**src/rtl/seq_detect_fsm_if.sv**
```systemverilog
// Serial pattern-detector port bundle: sample controls and data in, detector status out.
interface seq_detect_fsm_if #(
  parameter int PAT_W = 4,
  parameter int CNT_W = 8
);
  localparam int ST_W = $clog2(PAT_W + 1);

  logic             en;
  logic             clr;
  logic             din;
  logic             match;
  logic [ST_W-1:0]  state;
  logic [CNT_W-1:0] match_cnt;
  logic             cnt_sat;

  modport master (output en, clr, din, input match, state, match_cnt, cnt_sat);
  modport slave  (input en, clr, din, output match, state, match_cnt, cnt_sat);
endinterface

```
**src/rtl/seq_detect_fsm.sv**
```systemverilog
// Parametrised serial pattern detector: a KMP automaton built at elaboration,
// with overlap control, enable/clear and a saturating match counter.
module seq_detect_fsm #(
  parameter int             PAT_W   = 4,
  parameter logic [PAT_W-1:0] PATTERN = 4'b1011,
  parameter bit             OVERLAP = 1'b1,
  parameter int             CNT_W   = 8
) (
  input logic             clk,
  input logic             reset,
  seq_detect_fsm_if.slave bus
);
  localparam int ST_W  = $clog2(PAT_W + 1);
  localparam int TBL_W = 2 * PAT_W * ST_W;

  // Longest proper prefix of PATTERN that is a suffix of S, where S is the
  // first k pattern bits followed by b. Bit j of a prefix is PATTERN[PAT_W-1-j].
  function automatic int longest_border(input int k, input logic b);
    int   best;
    int   si;
    logic ok;
    logic sb;
    best = 0;
    for (int l = 1; l < PAT_W; l++) begin
      if (l <= k + 1) begin
        ok = 1'b1;
        for (int j = 0; j < PAT_W; j++) begin
          if (j < l) begin
            si = k + 1 - l + j;
            sb = (si < k) ? PATTERN[PAT_W-1-si] : b;
            if (sb != PATTERN[PAT_W-1-j]) ok = 1'b0;
          end
        end
        if (ok) best = l;
      end
    end
    return best;
  endfunction

  function automatic logic [TBL_W-1:0] build_tbl();
    logic [TBL_W-1:0] t;
    logic             b;
    int               nxt;
    t = '0;
    for (int k = 0; k < PAT_W; k++) begin
      for (int bb = 0; bb < 2; bb++) begin
        b = (bb != 0);
        if ((k == PAT_W - 1) && (b == PATTERN[0]))
          nxt = OVERLAP ? longest_border(k, b) : 0;
        else
          nxt = longest_border(k, b);
        t[(2*k + bb)*ST_W +: ST_W] = ST_W'(nxt);
      end
    end
    return t;
  endfunction

  localparam logic [TBL_W-1:0] NEXT_TBL = build_tbl();

  logic [ST_W-1:0]  state_p0, state_d;
  logic             match_p0, match_d;
  logic [CNT_W-1:0] cnt_p0, cnt_d;
  int               tbl_base;

  always_comb begin
    state_d  = state_p0;
    match_d  = 1'b0;
    cnt_d    = cnt_p0;
    tbl_base = (int'(state_p0) * 2 + int'(bus.din)) * ST_W;
    if (bus.clr) begin
      state_d = '0;
      cnt_d   = '0;
    end else if (state_p0 >= ST_W'(PAT_W)) begin
      state_d = '0;
    end else if (bus.en) begin
      state_d = NEXT_TBL[tbl_base +: ST_W];
      if ((state_p0 == ST_W'(PAT_W - 1)) && (bus.din == PATTERN[0])) begin
        match_d = 1'b1;
        if (!(&cnt_p0)) cnt_d = cnt_p0 + CNT_W'(1);
      end
    end
  end

  // Stage p0: registered detector state, match pulse and counter
  always_ff @(posedge clk or posedge reset) begin
    if (reset) begin
      state_p0 <= '0;
      match_p0 <= 1'b0;
      cnt_p0   <= '0;
    end else begin
      state_p0 <= state_d;
      match_p0 <= match_d;
      cnt_p0   <= cnt_d;
    end
  end

  assign bus.state     = state_p0;
  assign bus.match     = match_p0;
  assign bus.match_cnt = cnt_p0;
  assign bus.cnt_sat   = &cnt_p0;
endmodule

```
**src/flat_wrapper.sv**
```systemverilog
// flat-port wrapper written by rule: the top's interface ports become plain ports
module seq_detect_fsm_flat 
#(
  parameter int             PAT_W   = 4,
  parameter logic [PAT_W-1:0] PATTERN = 4'b1011,
  parameter bit             OVERLAP = 1'b1,
  parameter int             CNT_W   = 8
)
  (clk, reset, bus_en, bus_clr, bus_din, bus_match, bus_state, bus_match_cnt, bus_cnt_sat);
  seq_detect_fsm_if #(.PAT_W(PAT_W), .CNT_W(CNT_W)) bus_i ();
  input logic clk;
  input logic reset;
  input wire logic [$bits(bus_i.en)-1:0] bus_en;
  input wire logic [$bits(bus_i.clr)-1:0] bus_clr;
  input wire logic [$bits(bus_i.din)-1:0] bus_din;
  output wire logic [$bits(bus_i.match)-1:0] bus_match;
  output wire logic [$bits(bus_i.state)-1:0] bus_state;
  output wire logic [$bits(bus_i.match_cnt)-1:0] bus_match_cnt;
  output wire logic [$bits(bus_i.cnt_sat)-1:0] bus_cnt_sat;
  assign bus_i.en = bus_en;
  assign bus_i.clr = bus_clr;
  assign bus_i.din = bus_din;
  assign bus_match = bus_i.match;
  assign bus_state = bus_i.state;
  assign bus_match_cnt = bus_i.match_cnt;
  assign bus_cnt_sat = bus_i.cnt_sat;
  seq_detect_fsm #(.PAT_W(PAT_W), .PATTERN(PATTERN), .OVERLAP(OVERLAP), .CNT_W(CNT_W)) u_core (.clk(clk), .reset(reset), .bus(bus_i));
endmodule
```
**config.mk**
```make
export PLATFORM = sky130hd
export DESIGN_NAME = seq_detect_fsm_flat
export DESIGN_NICKNAME = d
export VERILOG_FILES = /design/src/rtl/seq_detect_fsm_if.sv /design/src/rtl/seq_detect_fsm.sv /design/src/flat_wrapper.sv
export SDC_FILE = /design/constraint.sdc
export NUM_CORES = 1
export LEC_CHECK = 0
export CORE_MARGIN = 1.5
export CORE_UTILIZATION = 51
export CTS_CLUSTER_DIAMETER = 30
export DETAILED_ROUTE_END_ITERATION = 8
export GPL_TIMING_DRIVEN = 1
export PLACE_DENSITY_LB_ADDON = 0.1
export SKIP_CTS_REPAIR_TIMING = 1
export SLEW_MARGIN = 20
export SYNTH_ARGS = -nofsm -noshare
export SYNTH_HDL_FRONTEND = slang
export SYNTH_SLANG_ARGS = --single-unit
```
**constraint.sdc**
```tcl
create_clock -name clk -period 2.9 [get_ports clk]
set_input_delay 0.725 -clock clk [delete_from_list [all_inputs] [get_ports clk]]
set_output_delay 0.725 -clock clk [all_outputs]
set_load 0.05 [all_outputs]
```
After elaboration in Yosys (flattened, before gate mapping):

Index checks and enable logic that the tools add are counted.
W data, S select, Z words.

* output and inout port bits: 13
* input port bits: 5
* register bits after elaboration: 12
* logic and storage cells: 29

* magnitude comparators: 1
* shift operators: 1
* reductions and logical operators: 6
* add/subtract/negate cells: 2
* mux-type cells: 12
* multipliers: 1
* equal/unequal tests: 3

Operators by type and width (number)
* $mux W8: 5
* $mul A32 B3 Y32 const B: 1
* $shiftx A24 B32 Y3 const A: 1
* $mux W3: 3
* $add A8 B1 Y8 const B: 1
* $reduce_and A8 Y1: 1
* $add A4 B1 Y5: 1
* $mux W1: 4
* $ne A2 B2 Y1 const B: 2
* $reduce_and A4 Y1: 1
* $reduce_bool A2 Y1: 2
* $eq A3 B2 Y1 const B: 1
* $ge A3 B3 Y1 const B: 1
* $reduce_bool A3 Y1: 1
* $logic_and A1 B1 Y1: 1

Longest topological paths before layout:

Gate-level depths: netlist (run 1).

* word-level depth: 6
* gate-level depth with buffers: 9
* mapped depth without buffers: 9

Worst setup path before layout (run 1):

Ideal clock, no wire load.

* path kind: reg-to-reg
* from: register u_core.state_p0[0] (netlist: u_core.bus.state[0])
* to: register u_core.state_p0[2] (netlist: u_core.bus.state[2])
* required time: 2.764 ns
* setup time: 0.136 ns
* slack: 0.179 ns
* stages on the path, launching flop included: 10
* arrival time: 2.585 ns
* cells stage by stage: dfrtp_1 > inv_1 > ha_1 > ha_1 > inv_1 > fa_1 > xnor2_2 > or3_1 > a31oi_1 > nor3b_1

* cells in the longest elaborated chain, start to end: 6
* elaborated cells between the ends (all ways): 8
* those cells by class: 1 x add/sub; 1 x mul; 1 x order compare; 1 x shift; 3 x mux; 1 x reduce/logical

Ends and longest elaborated chain
* from (decl): line seq_detect_fsm.sv:60 `logic [ST_W-1:0] state_p0, state_d;`
* from (signal assigned): line seq_detect_fsm.sv:91 `state_p0 <= state_d;`
* $add A4 B1 Y5: line seq_detect_fsm.sv:69 `tbl_base = (int'(state_p0) * 2 + int'(bus.din)) * ST_W;`
* $mul A32 B3 Y32: line seq_detect_fsm.sv:69
* $shiftx A24 B32 Y3: line seq_detect_fsm.sv:76 `state_d = NEXT_TBL[tbl_base +: ST_W];`
* $mux W3: line seq_detect_fsm.sv:75 `end else if (bus.en) begin`
* $mux W3: line seq_detect_fsm.sv:73 `end else if (state_p0 >= ST_W'(PAT_W)) begin`
* $mux W3: line seq_detect_fsm.sv:70 `if (bus.clr) begin`

Parallel ways exist; a longest one is shown, timed or not. The select of a mux whose other input is x is not followed.
A chain may end at the register's enable or synchronous reset.

Final worst setup path (run 1):

* from: register u_core.cnt_p0[0] (netlist: u_core.bus.match_cnt[0])
* to: output port bus_cnt_sat

* cells in the longest elaborated chain, start to end: 1

Ends and longest elaborated chain
* from (decl): line seq_detect_fsm.sv:62 `logic [CNT_W-1:0] cnt_p0, cnt_d;`
* from (signal assigned): line seq_detect_fsm.sv:93 `cnt_p0 <= cnt_d;`
* $reduce_and A8 Y1: line seq_detect_fsm.sv:100 `assign bus.cnt_sat = &cnt_p0;`
* to (decl): line flat_wrapper.sv:19 `output wire logic [$bits(bus_i.cnt_sat)-1:0] bus_cnt_sat;`

Every way passes these cells.

==> flow_summary.yaml, run 1 <==
power_and_ir_drop:
  finalPower_mw: 0.5920
  power_density_nw_per_um2: 480.3
  p_int_mw: 0.3614
  ir_worst_vdd_v: 0.0003283
  p_comb_frac: 0.461
  p_sw_frac: 0.3895
  power_frac_clock: 0.224
  pwr-share-seq: 0.315
  switchingPower_mw: 0.2306
  leakage_nw: 0.5794
clock_network:
  worst_skew_pair.late_latency_ns: 0.28
  root_buffer: "clkbuf_4"
  cts_tree: "yes"
  clock_sinks: 12
  clockBufferDepth: 2
  path_clk_slew_ns: 0.08
  cts_inserted_buffers: 3
  htree_num_levels: 1
sta:
  setup_viol: 0
  maxSlewHeadroom: 0.6663
  fmax_mhz: 363.8
  post-route-period-util: 0.9480
  final-hold-violation-count: 0
  min_period_ns: 2.749
  drv_slew: 0
  fin_skew_ns: 0.005507
  tightest_slew_ns: 0.4990
  rsz0062_at_grt: "false"
setup_path:
  cp-end-kind: "primary output"
  critical_path.startpoint_type: "flip-flop"
  crit_path_cell_trace: "ha_1 -> nand3_1 -> nor2_1 -> clkdlybuf4s50_1"
  cpPeakStageDelay_ns: 0.81
  crit_fanout: 5
  critPathKind: "reg2out"
  worstReg2RegEnd: "u_core.bus.state[1]$_DFFE_PP0P_"
  slowest_stage: "clkdlybuf4s50_1"
  cp_data_arrival_time_ns: 2.02
  reg2reg_depth: 9
  reg2reg_setup_slack_ns: 0.45
  startpoint: "u_core.bus.match_cnt[0]$_DFFE_PP0P_"
  reg2reg_from: "u_core.bus.state[1]$_DFFE_PP0P_"
  critPathCapture: "bus_cnt_sat"
  cp.required_ns: 2.17
die:
  start_util: 0.5505
  design.core.area_sq_um: 1745
  std_cell_rows: 15
  die_area_sq_um: 2153
  die_height_um: 46.41
  die_x_um: 46.41
  ios: 18
run:
  maxCapViolCount: 0
grt:
  grt_max_degree: 13
  grt_use_total: 0.2202
  grt_pass1_wl_um: 3229
  antenna_found_initial: 0
  grt.overflow.total: 0
  grt_pass1_vias: 688
logic_synthesis:
  synthTopCellsByArea: "dfrtp_1 (31%), ha_1 (16%), xor2_1 (4.6%)"
  ys_seq_area_frac: 0.3125
  ys_ff_latch: 12
  synthArstFlopShare: 1.000
  synth.distinct_cells: 33
  synth_fp_nets: 115
  synth_area_leader_cell: "dfrtp_1"
  syn_area_sq_um: 960.9
  ys_warn_count: 0
  syn_area_per_cell_sq_um: 9.906
  synth_ff_type: "dfrtp_1"
  synth-edff-count: 0
  synthDominantCellAreaShare: 0.3125
  syn_inst: 97
finish:
  nets: 141
  final_util: 0.7061
  final_cell_mix: "clkdlybuf4s50_1 (17), ha_1 (12), dfrtp_1 (12), nor2_1 (9), inv_1 (9)"
  instances_no_fill: 147
  syn2layout_area_growth_pct: 28.25
  mostFrequentLayoutCell: "clkdlybuf4s50_1"
  antennaDiodeCount: 0
  fillCellCount: 154
  drive_gt1_frac: 0.1393
placement:
  place_congestion: 0.8840
  post-place-cells: 143
  dpl.hpwl_um: 1559
  io_buffers: 17
outcome:
  status: "completed"
routing:
  vias: 804
  vias_per_cell: 5.469
  wl_um: 2026
  drtAntennaViolNets: 0
  wl_per_cell_um: 13.78
  drt_iter0_drc: 10
  dr.pass1.iters: 4
  drcViolationCount: 0
min_path:
  hold_class: "reg2reg"
cell usage after synthesis, types with 2 or more instances:
cell / count
dfrtp_1: 12
ha_1: 12
inv_1: 9
nor2_1: 9
nand2_1: 6
xor2_1: 5
a21oi_1: 4
nor2b_1: 4
o21ai_0: 4
a31oi_1: 3
mux2_1: 3
nor3_1: 2
nor4b_1: 2
o21ai_1: 2
or3_1: 2
registers in the layout, summed over array words and instances, names as in the netlist:
name / cells
u_core.bus.match: 1
u_core.bus.match_cnt: 8
u_core.bus.state: 3
worst min path at each step:
stage,cells after the start,to,slack [ns],startpoint
2_1_floorplan,1,u_core.bus.match$_DFF_PP0_,0.59,reset
3_3_place_gp,1,u_core.bus.match_cnt[7]$_DFFE_PP0P_,0.54,u_core.bus.match_cnt[7]$_DFFE_PP0P_
3_5_place_dp,1,u_core.bus.match_cnt[7]$_DFFE_PP0P_,0.55,u_core.bus.match_cnt[7]$_DFFE_PP0P_
4_1_cts,1,u_core.bus.match_cnt[7]$_DFFE_PP0P_,0.56,u_core.bus.match_cnt[7]$_DFFE_PP0P_
5_1_grt,1,u_core.bus.match_cnt[7]$_DFFE_PP0P_,0.58,u_core.bus.match_cnt[7]$_DFFE_PP0P_
6_report,1,u_core.bus.match_cnt[7]$_DFFE_PP0P_,0.57,u_core.bus.match_cnt[7]$_DFFE_PP0P_
power by group through the flow:
stage          Clock [mW]  Sequential (mW)  Combinational (mW)
5_1_grt             0.147            0.188               0.299
2_1_floorplan           0            0.223               0.162
4_1_cts             0.137            0.186               0.273
3_3_place_gp            0            0.190               0.257
3_5_place_dp            0            0.190               0.271
6_report            0.133            0.186               0.273
worst max-delay path: cells and delay by family, from the launching register on:
kind                       cells  cell delay, ns
buffers and inverters          1            0.81
DFF                            1            0.41
and+or+nand+nor                2            0.34
adders and majority gates      1            0.19
layout make-up:
class,instances,area (sq um),area share
Timing Repair Buffer,22,207.7,0.1685
Tap cell,25,31.28,0.02538
Inverter,9,33.78,0.02741
Clock buffer,4,36.28,0.02944
Multi-Input combinational cell,75,623.1,0.5056
Sequential cell,12,300.3,0.2437
metal layers:
layer  up-vias  track usage  part of all wire  routed length [um]
met4         0      0.06286            0.0084                  17
li1        394            -                 -                   -
met1       376       0.3024              0.47                 961
met5         -            0                 0                   0
met2        30       0.3194              0.45                 904
met3         4      0.08627             0.071                 143
kinds of logic (layout without fill, tap and decap cells):
kind of cell               after synthesis  in the layout  share of synthesized area
and+or+nand+nor                         32             32                     0.2070
AOI/OAI and AO/OA                       19             19                     0.1393
adders and majority gates               13             13                     0.1771
DFF                                     12             12                     0.3125
buffers and inverters                   10             35                    0.03906
xor gates and xnor gates                 7              7                    0.07943
muxes                                    4              4                    0.04557
through the flow:
stage | setup slack, ns | instance area (sq um) | setup TNS [ns] | hold slack (ns)
floorplan | 0.1787 | 960.9 | 0 | 0.5897
global placement | 0.009031 | 1196 | 0 | 0.5398
detailed placement | -0.05885 | 1196 | -0.1323 | 0.5543
CTS | 0.1484 | 1232 | 0 | 0.5636
global route | 0.01090 | 1232 | 0 | 0.5775
finish | 0.1509 | 1232 | 0 | 0.5700
No activity file was read; power rests on OpenSTA's default activity.
==> inputs of run 2 (changes only) <==
- REMOVE_ABC_BUFFERS: unset -> 1
==> flow_summary.yaml, run 2 (synthesis results as in run 1) <==
routing:
  wl_um: 1950
  dr.pass1.iters: 4
  vias_per_cell: 5.381
  drcViolationCount: 0
  drtAntennaViolNets: 0
  wl_per_cell_um: 13.27
  vias: 791
  drt_iter0_drc: 19
power_and_ir_drop:
  power_density_nw_per_um2: 478.1
  ir_worst_vdd_v: 0.0002819
  leakage_nw: 0.5794
grt:
  grt_max_degree: 13
  grt_pass1_wl_um: 3118
  grt_pass1_vias: 697
  antenna_found_initial: 0
  grt_use_total: 0.2079
  grt.overflow.total: 0
sta:
  tightest_slew_ns: 0.4978
  drv_slew: 0
  min_period_ns: 2.707
  maxSlewHeadroom: 0.6671
  worst_slack_ns: 0.1929
  fin_skew_ns: 0.001370
  fmax_mhz: 369.4
  holdWs_ns: 0.5547
  post-route-period-util: 0.9335
  rsz0062_at_grt: "false"
  setup_viol: 0
  final-hold-violation-count: 0
setup_path:
  reg2reg_setup_slack_ns: 0.46
  path_delay_family: "buffers and inverters"
  critical_path.startpoint_type: "flip-flop"
  crit_fanout: 5
  critPathKind: "reg2out"
  cp.required_ns: 2.17
  cp-end-kind: "primary output"
  crit_path_cell_trace: "ha_1 -> nand3_1 -> nor2_1 -> clkdlybuf4s50_1"
  slowest_stage: "clkdlybuf4s50_1"
  cpPeakStageDelay_ns: 0.80
  cp_data_arrival_time_ns: 1.98
  cp_num_buf_inv: 1
die:
  ios: 18
  std_cell_rows: 15
  die_height_um: 46.41
  die_x_um: 46.41
  design.core.area_sq_um: 1745
  start_util: 0.5505
  die_area_sq_um: 2153
clock_network:
  worst_skew_pair.late_latency_ns: 0.28
  root_buffer: "clkbuf_4"
  clock_sinks: 12
  cts_inserted_buffers: 3
  htree_num_levels: 1
  clockBufferDepth: 2
  cts_tree: "yes"
  path_clk_slew_ns: 0.07
run:
  maxCapViolCount: 0
placement:
  post-place-cells: 143
  pre_cts_ws_ns: -0.07736
  place_area_sq_um: 1196
  place_congestion: 0.8736
  io_buffers: 17
  dpl.hpwl_um: 1452
finish:
  nets: 141
  fillCellCount: 142
  antennaDiodeCount: 0
  syn2layout_area_growth_pct: 28.25
  largest_register_ffs: 8
  final_util: 0.7061
  mostFrequentLayoutCell: "clkdlybuf4s50_1"
  instances_no_fill: 147
  final_area_sq_um: 1232
  drive_gt1_frac: 0.1393
  final_cell_mix: "clkdlybuf4s50_1 (17), ha_1 (12), dfrtp_1 (12), nor2_1 (9), inv_1 (9)"
outcome:
  status: "completed"
min_path:
  hold_class: "reg2reg"
## run 2: worst paths after layout
check / start / end / cells past startpoint
setup / recovery: u_core.bus.match_cnt[0]$_DFFE_PP0P_ / bus_cnt_sat / 4
hold / removal: u_core.bus.match_cnt[7]$_DFFE_PP0P_ / u_core.bus.match_cnt[7]$_DFFE_PP0P_ / 1
setup reg to reg: u_core.bus.state[1]$_DFFE_PP0P_ / u_core.bus.state[2]$_DFFE_PP0P_ / 9
hold reg to reg: u_core.bus.match_cnt[7]$_DFFE_PP0P_ / u_core.bus.match_cnt[7]$_DFFE_PP0P_ / 1
max in group asynchronous: reset / u_core.bus.match_cnt[6]$_DFFE_PP0P_ / 2
min in group asynchronous: reset / u_core.bus.match_cnt[0]$_DFFE_PP0P_ / 2
## run 2: area by class of cell
type | instances | area [sq um] | share of cell area
clock buffer | 4 | 36.28 | 0.02944
sequential | 12 | 300.3 | 0.2437
timing repair buffer | 22 | 207.7 | 0.1685
multi-input combinational | 75 | 623.1 | 0.5056
tap | 25 | 31.28 | 0.02538
inverter | 9 | 33.78 | 0.02741
## run 2: layer usage
layer | routed length [um] | global-route usage | up-vias
met2 | 879 | 0.3222 | 29
met4 | 17 | 0.03429 | 0
met1 | 958 | 0.2920 | 369
met3 | 96 | 0.05882 | 3
li1 | - | - | 390
met5 | 0 | 0 | -
## run 2: per-stage QoR
stage	power (mW)	TNS [ns]
3_3_place_gp	0.4477	0
6_report	0.5893	0
3_5_place_dp	0.4551	-0.1025
4_1_cts	0.5908	0
5_1_grt	0.6250	0
2_1_floorplan	0.3833	0
## run 2: power by group
part / internal (mW) / leakage (nW) / switching, mW
logic: 0.108 / 0.392 / 0.160
clock network: 0.0765 / 0.0210 / 0.0586
registers: 0.176 / 0.167 / 0.0102
==> inputs of run 3 (changes only) <==
- CORE_MARGIN: 1.5 -> unset
- GPL_ROUTABILITY_DRIVEN: unset -> 0
- PLACE_DENSITY: unset -> 0.76
- PLACE_DENSITY_LB_ADDON: 0.1 -> unset
==> flow_summary.yaml, run 3 (synthesis results as in run 1) <==
routing:
  wl_um: 1903
  vias: 796
  vias_per_cell: 5.415
  dr.pass1.iters: 2
  drt_iter0_drc: 2
  drtAntennaViolNets: 0
  drcViolationCount: 0
  wl_per_cell_um: 12.95
power_and_ir_drop:
  pwr-share-seq: 0.317
  finalPower_mw: 0.5872
  leakage_nw: 0.5794
  switchingPower_mw: 0.2269
  power_frac_clock: 0.233
  power_density_nw_per_um2: 476.5
  p_comb_frac: 0.450
  p_int_mw: 0.3603
  ir_worst_vdd_v: 0.0003095
  p_sw_frac: 0.3864
clock_network:
  root_buffer: "clkbuf_4"
  worst_skew_pair.late_latency_ns: 0.28
  cts_inserted_buffers: 3
  path_clk_slew_ns: 0.08
  htree_num_levels: 1
  clockBufferDepth: 2
  cts_tree: "yes"
  clock_sinks: 12
placement:
  dpl.hpwl_um: 1543
  io_buffers: 17
setup_path:
  cp-end-kind: "primary output"
  critPathKind: "reg2out"
  crit_fanout: 5
  slowest_stage: "clkdlybuf4s50_1"
  cp_num_buf_inv: 1
  cpPeakStageDelay_ns: 0.80
  critical_path.startpoint_type: "flip-flop"
  path_delay_family: "buffers and inverters"
  cp_data_arrival_time_ns: 1.99
  crit_cells: 4
  reg2reg_depth: 9
  crit_path_cell_trace: "ha_1 -> nand3_1 -> nor2_1 -> clkdlybuf4s50_1"
  cp.required_ns: 2.17
sta:
  fmax_mhz: 368.1
  fin_skew_ns: 0.01025
  post-route-period-util: 0.9368
  tns_ns: 0
  drv_slew: 0
  maxSlewHeadroom: 0.6660
  min_period_ns: 2.717
  setup_viol: 0
  tightest_slew_ns: 0.4994
  final-hold-violation-count: 0
  rsz0062_at_grt: "false"
grt:
  antenna_found_initial: 0
  grt_max_degree: 13
  grt_use_total: 0.2218
  grt_pass1_wl_um: 3208
  grt.overflow.total: 0
  grt_pass1_vias: 771
finish:
  mostFrequentLayoutCell: "clkdlybuf4s50_1"
  drive_gt1_frac: 0.1393
  syn2layout_area_growth_pct: 28.25
  largest_register_ffs: 8
  final_util: 0.7061
  antennaDiodeCount: 0
  final_cell_mix: "clkdlybuf4s50_1 (17), ha_1 (12), dfrtp_1 (12), nor2_1 (9), inv_1 (9)"
  nets: 141
  fillCellCount: 151
outcome:
  status: "completed"
die:
  ios: 18
  std_cell_rows: 15
  die_area_sq_um: 2062
  die_height_um: 45.41
  start_util: 0.5505
  design.core.area_sq_um: 1745
  die_x_um: 45.41
min_path:
  whs_path_depth: 1
  hold_class: "reg2reg"
run:
  maxCapViolCount: 0
[run 3: cell type report]
type / instances / area [sq um] / share of cell area
flip-flops and latches: 12 / 300.3 / 0.2437
clock buffers: 4 / 36.28 / 0.02944
multi-input cells: 75 / 623.1 / 0.5056
inverters: 9 / 33.78 / 0.02741
well taps: 25 / 31.28 / 0.02538
repair buffers: 22 / 207.7 / 0.1685
[run 3: power groups by stage]
stage                     sequential (mW)  clock [mW]  combinational (mW)
after global placement              0.190           0               0.258
after floorplan                     0.223           0               0.160
final                               0.186       0.137               0.264
after CTS                           0.186       0.141               0.267
after global routing                0.189       0.146               0.290
after detailed placement            0.190           0               0.266
[run 3: worst register-to-register path: cells and delay by family (launching register included)]
kind            cells  cell delay, ns
fa+ha+maj           3            0.93
flops               1            0.41
simple gates        2            0.39
xor+xnor            1            0.22
compound gates      1            0.16
buf+inv             2            0.14
[run 3: routing by layer]
metal / part of all wire / track usage
met4: 0.024 / 0.1394
met2: 0.52 / 0.4057
met5: 0 / 0
met1: 0.43 / 0.2388
met3: 0.020 / 0.02381
[run 3: worst paths after layout]
check / from / endpoint / slack [ns]
worst max-delay path: u_core.bus.match_cnt[0]$_DFFE_PP0P_ / bus_cnt_sat / 0.18
worst min-delay path: u_core.bus.match_cnt[7]$_DFFE_PP0P_ / u_core.bus.match_cnt[7]$_DFFE_PP0P_ / 0.58
worst max register to register: u_core.bus.state[1]$_DFFE_PP0P_ / u_core.bus.state[2]$_DFFE_PP0P_ / 0.53
worst min register to register: u_core.bus.match_cnt[7]$_DFFE_PP0P_ / u_core.bus.match_cnt[7]$_DFFE_PP0P_ / 0.58
max in group asynchronous: reset / u_core.bus.match_cnt[0]$_DFFE_PP0P_ / 1.83
min in group asynchronous: reset / u_core.bus.state[2]$_DFFE_PP0P_ / 0.74
[run 3: stage by stage]
stage          area (sq um)  worst slack [ns]  hold WS (ns)  cells
3_5_place_dp           1196          -0.01548        0.5672    143
4_1_cts                1232            0.1760        0.5843    147
2_1_floorplan         957.2            0.1787        0.5897     96
6_report               1232            0.1833        0.5761    147
5_1_grt                1232           0.08121        0.6072    147
3_3_place_gp           1196           0.02785        0.5385    143
